[src/rtl/cache_req_arbiter_pkg.sv]
`default_nettype none
// ============================================================================
// Module   : design_params
// Purpose  : op encodings, request struct and FSM states for cache_req_arbiter
// Revision : 1.0
// ============================================================================
package design_params;

   localparam int OP_W     = 2;
   localparam int REQ_ID_W = 3;
   localparam int ADDR_W   = 32;
   localparam int DATA_W   = 32;

   typedef enum logic [1:0] {
      NO_OP = 2'b00,
      READ  = 2'b01,
      WRITE = 2'b10
   } op_e;

   // Default-width view of one request as it leaves the output register.
   typedef struct packed {
      logic [OP_W-1:0]     op;
      logic [REQ_ID_W-1:0] req_id;
      logic [ADDR_W-1:0]   mem_address;
      logic [DATA_W-1:0]   wdata;
   } arb_req_t;

   typedef enum logic [0:0] {
      ST_IDLE    = 1'b0,
      ST_PRESENT = 1'b1
   } arb_state_e;

   function automatic int clog2_min1(input int n);
      return (n > 1) ? $clog2(n) : 1;
   endfunction

endpackage
`default_nettype wire

[src/rtl/cache_rr_arbiter.sv]
`default_nettype none
// ============================================================================
// Module   : cache_rr_arbiter
// Purpose  : round-robin picker; first set request at or after rr_ptr wins
// Revision : 1.0
// ============================================================================
module cache_rr_arbiter
   import design_params::*;
#(
   parameter int NUM_REQ = 4,
   parameter int PTR_W   = clog2_min1(NUM_REQ)
)(
   input  logic [NUM_REQ-1:0] req,
   input  logic [PTR_W-1:0]   rr_ptr,
   output logic [NUM_REQ-1:0] grant
);

   int idx;

   // Scan from the farthest offset back to rr_ptr so the nearest hit is kept.
   always_comb begin
      grant = '0;
      idx   = 0;
      for (int k = NUM_REQ - 1; k >= 0; k--) begin
         idx = (int'(rr_ptr) + k) % NUM_REQ;
         if (req[PTR_W'(idx)]) begin
            grant              = '0;
            grant[PTR_W'(idx)] = 1'b1;
         end
      end
   end

endmodule
`default_nettype wire

[src/rtl/cache_req_arbiter.sv]
`default_nettype none
// ============================================================================
// Module   : cache_req_arbiter
// Purpose  : N:1 cache request arbiter with request-ID tagging and routing.
//            Optional CACHE_REQ_ARB_STATS_EN adds per-requester grant counters.
// Revision : 1.0
// ============================================================================
module cache_req_arbiter
   import design_params::*;
#(
   parameter int NUM_REQ       = 4,
   parameter int ADDRESS_WIDTH = 32,
   parameter int DATA_WIDTH    = 32,
   parameter int OP            = 2,
   parameter int REQ_ID        = 3
)(
   input  logic                                   clk,
   input  logic                                   reset_n,
   input  logic [NUM_REQ-1:0]                     req_valid,
   input  logic [NUM_REQ-1:0][OP-1:0]             req_op,
   input  logic [NUM_REQ-1:0][ADDRESS_WIDTH-1:0]  req_addr,
   input  logic [NUM_REQ-1:0][DATA_WIDTH-1:0]     req_wdata,
   output logic [NUM_REQ-1:0]                     req_ready,
   output logic                                   cache_valid,
   output logic [OP-1:0]                          cache_op,
   output logic [REQ_ID-1:0]                      cache_req_id,
   output logic [ADDRESS_WIDTH-1:0]               cache_addr,
   output logic [DATA_WIDTH-1:0]                  cache_wdata,
   input  logic                                   cache_ready,
   input  logic                                   rsp_valid,
   input  logic [REQ_ID-1:0]                      rsp_req_id,
   input  logic [DATA_WIDTH-1:0]                  rsp_rdata,
   output logic [NUM_REQ-1:0]                     cli_rsp_valid,
   output logic [DATA_WIDTH-1:0]                  cli_rsp_rdata,
`ifdef CACHE_REQ_ARB_STATS_EN
   output logic [NUM_REQ-1:0][15:0]               grant_count,
`endif
   output logic                                   ids_full,
   output logic                                   err_bad_id
);

   localparam int PTR_W   = clog2_min1(NUM_REQ);
   localparam int NUM_IDS = 1 << REQ_ID;

   arb_state_e          state;
   arb_state_e          state_nxt;
   logic [PTR_W-1:0]    rr_ptr;
   logic [NUM_IDS-1:0]  in_use;
   logic [PTR_W-1:0]    owner [NUM_IDS];
   logic                grant_en;
   logic [NUM_REQ-1:0]  grant_vec;
   logic                grant_any;
   logic [PTR_W-1:0]    grant_idx;
   logic [REQ_ID-1:0]   free_id;
   logic                rsp_hit;
   logic [NUM_IDS-1:0]  set_mask;
   logic [NUM_IDS-1:0]  clr_mask;

   assign ids_full = &in_use;
   // The output register may only be reloaded when it is empty or draining.
   assign grant_en = reset_n && !ids_full && ((state == ST_IDLE) || cache_ready);

   cache_rr_arbiter #(
      .NUM_REQ (NUM_REQ),
      .PTR_W   (PTR_W)
   ) u_rr (
      .req    (req_valid & {NUM_REQ{grant_en}}),
      .rr_ptr (rr_ptr),
      .grant  (grant_vec)
   );

   assign req_ready = grant_vec;
   assign grant_any = |grant_vec;

   always_comb begin
      grant_idx = '0;
      for (int i = 0; i < NUM_REQ; i++) begin
         if (grant_vec[i]) grant_idx = PTR_W'(i);
      end
   end

   // Searched on the registered bitmap, so an ID freed this cycle is not reused.
   always_comb begin
      free_id = '0;
      for (int i = NUM_IDS - 1; i >= 0; i--) begin
         if (!in_use[i]) free_id = REQ_ID'(i);
      end
   end

   assign rsp_hit       = rsp_valid && in_use[rsp_req_id];
   assign cli_rsp_valid = (rsp_hit && reset_n) ? (NUM_REQ'(1) << owner[rsp_req_id]) : '0;
   assign cli_rsp_rdata = rsp_rdata;
   assign set_mask      = grant_any ? (NUM_IDS'(1) << free_id)    : '0;
   assign clr_mask      = rsp_hit   ? (NUM_IDS'(1) << rsp_req_id) : '0;

   always_comb begin
      state_nxt = state;
      case (state)
         ST_IDLE:    if (grant_any)                 state_nxt = ST_PRESENT;
         ST_PRESENT: if (cache_ready && !grant_any) state_nxt = ST_IDLE;
         default:                                   state_nxt = ST_IDLE;
      endcase
   end

   always_ff @(posedge clk or negedge reset_n) begin
      if (!reset_n) state <= ST_IDLE;
      else          state <= state_nxt;
   end

   assign cache_valid = (state == ST_PRESENT);

   always_ff @(posedge clk or negedge reset_n) begin
      if (!reset_n) begin
         cache_op     <= '0;
         cache_req_id <= '0;
         cache_addr   <= '0;
         cache_wdata  <= '0;
         rr_ptr       <= '0;
         in_use       <= '0;
         err_bad_id   <= 1'b0;
         for (int i = 0; i < NUM_IDS; i++) owner[i] <= '0;
      end else begin
         in_use <= (in_use | set_mask) & ~clr_mask;
         if (rsp_valid && !in_use[rsp_req_id]) err_bad_id <= 1'b1;
         if (grant_any) begin
            cache_op       <= req_op[grant_idx];
            cache_addr     <= req_addr[grant_idx];
            cache_wdata    <= req_wdata[grant_idx];
            cache_req_id   <= free_id;
            owner[free_id] <= grant_idx;
            rr_ptr         <= (grant_idx == PTR_W'(NUM_REQ - 1)) ? '0 : grant_idx + PTR_W'(1);
         end
      end
   end

`ifdef CACHE_REQ_ARB_STATS_EN
   always_ff @(posedge clk or negedge reset_n) begin
      if (!reset_n) begin
         grant_count <= '0;
      end else begin
         for (int i = 0; i < NUM_REQ; i++) begin
            if (grant_vec[i] && (grant_count[i] != 16'hFFFF))
               grant_count[i] <= grant_count[i] + 16'd1;
         end
      end
   end
`endif

endmodule
`default_nettype wire

[config.mk]
export PLATFORM = sky130hd
export DESIGN_NAME = cache_req_arbiter
export DESIGN_NICKNAME = d
export VERILOG_FILES = /design/src/rtl/cache_req_arbiter_pkg.sv /design/src/rtl/cache_rr_arbiter.sv /design/src/rtl/cache_req_arbiter.sv
export SDC_FILE = /design/constraint.sdc
export NUM_CORES = 1
export LEC_CHECK = 0
export ABC_CLOCK_PERIOD_IN_PS = 8300
export BUFFER_PORTS_ARGS = -buffer_cell sky130_fd_sc_hd__buf_2
export CAP_MARGIN = 20
export CORE_AREA = 2 2 164 166
export DETAILED_ROUTE_END_ITERATION = 10
export DIE_AREA = 0 0 166 168
export PLACE_DENSITY = 0.65
export SYNTH_ARGS = -nofsm -noshare
export SYNTH_HDL_FRONTEND = slang
export SYNTH_HIERARCHICAL = 1
export SYNTH_SLANG_ARGS = --single-unit
[constraint.sdc]
create_clock -name clk -period 8.3 [get_ports clk]
set_input_delay 0.83 -clock clk [delete_from_list [all_inputs] [get_ports clk]]
set_output_delay 0.83 -clock clk [all_outputs]
set_load 0.02 [all_outputs]
After elaboration in Yosys (flattened, before gate mapping)
Cells that the tools add are included.

Register bits after elaboration: 97. Logic and storage cells: 117. Input bits: 307. Output and inout bits: 112.

Magnitude comparators: 13. Mux-type cells: 56. Equal/unequal tests: 1. Add/sub/neg operators: 4. Bitwise logic cells: 7. Shifts and indexed selects: 3. Reductions and logical operators: 17.

Operators by type and width (number): binary-select mux 32 bit (select 2 bit) (2); 2-to-1 mux 32 bit (2); 2-to-1 mux 3 bit (8); 2-to-1 mux 4 bit (5); bitwise mux 16 bit (1); < comparator 2 x 4 -> 1 bit (second input constant) (4); 2-to-1 mux 1 bit (16); 2-to-1 mux 8 bit (2); left shift 1 x 3 -> 8 bit (first input constant) (2); 2-to-1 mux 2 bit (7); logical AND 1 bit (11); bitwise AND 8 bit (1); binary-select mux 1 bit (select 2 bit) (4); demux 1 bit (select 2 bit) (4); greater-or-equal comparator 2 x 1 -> 1 bit (second input constant) (4); greater-or-equal comparator 4 bit (second input constant) (2); inverter 3 -> 4 bit (2); inverter 8 bit (1); bitwise OR 8 bit (1); AND reduction 8 bit (1); binary-select mux 2 bit (select 3 bit) (1); demux 2 bit (select 3 bit) (1); adder 2 x 1 -> 2 bit (second input constant) (2); adder 2 bit (second input constant) (2); 13 further kinds (15).

Depth between registers and ports, before layout
Word-level depth: 17. Depth in mapped cells: 14. Depth with buffers taken out: 12.

Hierarchy
Netlist, hierarchy kept.

Modules (own cells, without submodules): cache_req_arbiter (seq. area each 2427.3 µm², area an instance 6296.0 µm², cells an instance 689, times used 1); cache_rr_arbiter (seq. area each 0.0 µm², area an instance 390.4 µm², cells an instance 46, times used 1).

Worst setup path before layout
No wires, ideal clock.

Path kind: input to register. From: input cache_ready. To: register owner[0] (netlist bit). Arrival: 3.752 ns. Required time: 8.175 ns. Library setup time: 0.125 ns. Path buffers: 2. Slack: 4.423 ns. Cell stages on the path: 13. Cells stage by stage: nand2b_1 -> o211ai_1 -> nor2_1 -> mux4_2 -> or2_4 -> o221ai_1 -> clkbuf_8 -> nor4_4 -> buf_6 -> nor2_1 -> nand4_1 -> nor2_1 -> mux2_2.

Elaborated cells on any way between the ends: 24. Those cells by class: mux (20); bitwise (1); reduce/logical (3).

RTL lines: from (decl) (line cache_req_arbiter.sv:29) `input logic cache_ready,`; logical OR 1 bit * (line cache_req_arbiter.sv:61) `assign grant_en = reset_n && !ids_full && ((state == ST_IDLE) || cache_ready);`; logical AND 1 bit * (line cache_req_arbiter.sv:61); bitwise AND 4 bit * (line cache_req_arbiter.sv:67) `.req (req_valid & {NUM_REQ{grant_en}}),`; binary-select mux 1 bit (select 2 bit) (line cache_rr_arbiter.sv:26) `if (req[PTR_W'(idx)]) begin`; 2-to-1 mux 1 bit (implied by the code) (2 in series) (line cache_rr_arbiter.sv:26); 2-to-1 mux 4 bit (3 in series) (line cache_rr_arbiter.sv:26); 2-to-1 mux 4 bit * (line cache_rr_arbiter.sv:26); net req_ready[3] (line cache_req_arbiter.sv:23) `output logic [NUM_REQ-1:0] req_ready,`; 2-to-1 mux 2 bit (line cache_req_arbiter.sv:78) `if (grant_vec[i]) grant_idx = PTR_W'(i);`; bitwise mux 16 bit (line cache_req_arbiter.sv:130) `owner[free_id] <= grant_idx;`; to (signal, indexed assignment) (line cache_req_arbiter.sv:130); to (decl) (line cache_req_arbiter.sv:49) `logic [PTR_W-1:0] owner [NUM_IDS];`.

The timed path passes the listed nets; every way through them passes the cells marked *. The select of a mux whose other input is x is not followed. A chain may end at the register's enable or synchronous reset.

Worst setup path after layout
From: input reset_n. To: output req_ready[3].

Cells in the longest elaborated chain, start to end: 10. Elaborated cells on any way between the ends: 19. Those cells by class: mux (16); bitwise (1); reduce/logical (2).

RTL lines: from (decl) (line cache_req_arbiter.sv:18) `input logic reset_n,`; logical AND 1 bit * (2 in series) (line cache_req_arbiter.sv:61); bitwise AND 4 bit * (line cache_req_arbiter.sv:67); binary-select mux 1 bit (select 2 bit) (line cache_rr_arbiter.sv:26); 2-to-1 mux 1 bit (implied by the code) (2 in series) (line cache_rr_arbiter.sv:26); 2-to-1 mux 4 bit (3 in series) (line cache_rr_arbiter.sv:26); 2-to-1 mux 4 bit * (line cache_rr_arbiter.sv:26); to (decl) (line cache_req_arbiter.sv:23).

Mark *: on every way between the ends. The rest lies on a longest branch, timed or not. The select of a mux whose other input is x is not followed.

==> key figures <==
Timing
  • Setup tns final: 0 ps
  • Hold_ws: 466.1 ps
  • Slew margin rel.: 0.4780
  • Least-Margin Pin Slew: 783.0 ps
  • Endpoints failing setup: 0
  • Fmax: 226.6 MHz
  • Final period util: 0.5318
  • Max Slew Vio Count: 0
  • Final hold viol count: 0
  • Unrepaired setup endpoints after global routing: false
  • Clock skew: 20.73 ps
  • Tmin final: 4414 ps

CTS
  • CTS Root Buffer Type: clkbuf_16
  • CTS Buffer Depth: 2
  • Num CTS Buffers: 9
  • Post_cts resized: 0
  • # hold bufs at CTS: 0
  • Buffers inserted by post-CTS timing repair: 0
  • CTS tree: built
  • Worst-path clk slew: 80 ps
  • Worst-Skew Late Latency: 360 ps
  • CTS sink count: 97
  • # H-tree levels: 3

Worst setup path
  • Crit path DAT: 3580 ps
  • Nature of the critical path startpoint: input pin
  • Crit. Startpoint: reset_n
  • Critical Path End: req_ready[3]
  • CP Max Fanout: 69
  • R2R cell count: 12
  • RR Endpoint: owner[2]
  • Critical path class: input pin to output pin
  • Reg2Reg Setup Slack: 4100 ps
  • FF-to-FF Start: in_use[0]
  • CP required: 7470 ps
  • Setup crit end kind: output pin

Yosys
  • Post-synth EDFFs: 0
  • Yosys warns: 6
  • Synth cell types: 49
  • Share of flip-flops with an asynchronous set or reset: 1.000
  • Dominant synthesized flop cell: dfrtp_1
  • Commonest cells post-synth: nand2_1, mux2i_1, o21ai_0, dfrtp_1, buf_4
  • Yosys top cell area share: 0.3630
  • Synthesized flop and latch total: 97
  • Most numerous cell in the Yosys netlist: nand2_1
  • Post-Synthesis Cell Area: 6686 um^2
  • Avg Cell Area, Syn: 9.097 um^2
  • Cell accounting for the most synthesized area: dfrtp_1
  • Syn Inst Count: 735
  • Leading post-synthesis cells by cell area: dfrtp_1, mux2i_1, o21ai_0, nand2_1, buf_4
  • Syn_nets: 1050
  • Sequential share of the synthesized area: 0.3630

Drt
  • Via count: 6373
  • Post-route ant nets: 0
  • # DRC: 0
  • Final WL: 21200 um
  • Initial DRC Count: 297
  • First-pass DRT Iterations: 5
  • DR vias/cell: 4.645
  • DR WL/cell: 15.45 um

Die
  • Io pins: 419
  • Row cnt: 60
  • Starting density of the core: 0.2538
  • Chip width: 166 um
  • Die Area: 27890 um^2
  • Die Height: 168 um
  • Core area: 26350 um^2

Global routing
  • Initial antenna violation count: 0
  • Total Routing Usage GR: 0.1484
  • Most crowded layer after global routing: met2
  • First-pass GRT wire length: 33330 um
  • Largest net degree at the start of global routing: 72
  • M2 GR Usage: 0.2513
  • Met3 Use GR: 0.03926
  • Aggregate global routing overflow: 0
  • Vias in the first global route: 6239
  • Met1 usage: 0.1867

Run status
  • Status: completed

Pwr
  • PD cells: 462.3 nW/um^2
  • Pleak: 4.185 nW
  • Maximum VDD drop: 0.4330 mV

Layout
  • Non-Filler Cell Area, Final: 8768 um^2
  • Share of layout cells above drive strength 1: 0.4093
  • Nets: 1341
  • Area growth syn-to-layout: 31.14%
  • Antenna diodes: 0
  • Layout Cells excl Fill: 1372

Job
  • Max Cap Viol: 0

Placed design
  • Hpwl dp: 16340 um
  • Placed cell areas: 8467 um^2
  • Inst Count DP: 1356
  • RePlAce Congestion: 0.8317
  • I/O Buffers: 354

Hold path
  • Worst Hold Class: input pin to asynchronous set/reset pin
[flip-flops by register name, indices dropped and copies added, names as in the netlist]
register,flops
cache_op,2
cache_addr,32
cache_valid,1
err_bad_id,1
cache_req_id,3
rr_ptr,2
owner,16
in_use,8
cache_wdata,32
[worst min-delay path by stage]
stage / startpoint / end / slack (ps) / cells after the start
floorplan: owner[10] / owner[10] / 470 / 1
global placement: err_bad_id / err_bad_id / 440 / 1
detailed placement: err_bad_id / err_bad_id / 460 / 1
CTS: err_bad_id / err_bad_id / 480 / 1
global route: err_bad_id / err_bad_id / 480 / 1
finish: reset_n / cache_wdata[2] / 470 / 1
[through the flow]
stage               total power, mW  worst slack (ps)    util
floorplan                     3.058              4423       -
global placement              3.593              3630  0.3213
detailed placement            3.659              3494  0.3213
CTS                           4.103              3839  0.3328
global route                  4.411              3501  0.3328
finish                        4.054              3886  0.3328
[cell type report]
cell class                 instances  area (um^2)
clock buffer                       9        225.2
clock inverter                     7        76.32
fill                            2735        17580
inverter                          11        41.29
multi-input combinational        544         3730
sequential                        97         2427
tap                              341        426.7
timing repair buffer             363         1842
[cell usage in the layout, fill, tap and decap left out, drive strengths merged, types with 3 or more instances in the layout]
| cell | count |
|---|---|
| mux4 | 9 |
| o22a | 4 |
| nand2 | 150 |
| dfrtp | 97 |
| buf | 363 |
| a21oi | 10 |
| ha | 8 |
| nand2b | 7 |
| nand3 | 8 |
| o211ai | 5 |
| mux2 | 19 |
| inv | 15 |
| clkbuf | 9 |
| clkinv | 3 |
| nand4 | 3 |
| o21ai | 137 |
| nor2 | 23 |
| o221ai | 3 |
| mux2i | 134 |
[critical path, stage by stage]
cell and delay, ps:
buf_4 460, o211ai_1 270, nor2_1 340, mux4_2 380, o211ai_1 110, o21a_1 150, o221ai_4 190, buf_4 530
buf_2 280
[power by group]
part | total [mW] | internal, mW | switching (mW)
Sequential | 0.902 | 0.739 | 0.162
Clock | 0.439 | 0.216 | 0.223
Combinational | 2.71 | 1.14 | 1.58
Total | 4.05 | 2.09 | 1.96
[layer usage]
| layer | share of wire | up-vias |
|---|---|---|
| li1 | - | 3125 |
| met1 | 0.43 | 2967 |
| met2 | 0.49 | 254 |
| met3 | 0.070 | 27 |
| met4 | 0.017 | 0 |
| met5 | 0 | - |
[logic make-up after synthesis]
group                    after synthesis  share of synthesized area
AO/OA/AOI/OAI                        172                     0.1411
adder cells (fa/ha/maj)                8                    0.01497
buffers and inverters                 94                    0.08701
flip-flops                            97                     0.3630
multiplexers                         162                     0.2635
AND/OR/NAND/NOR                      202                     0.1304
Note: power is estimated with default switching activity, not from simulation.
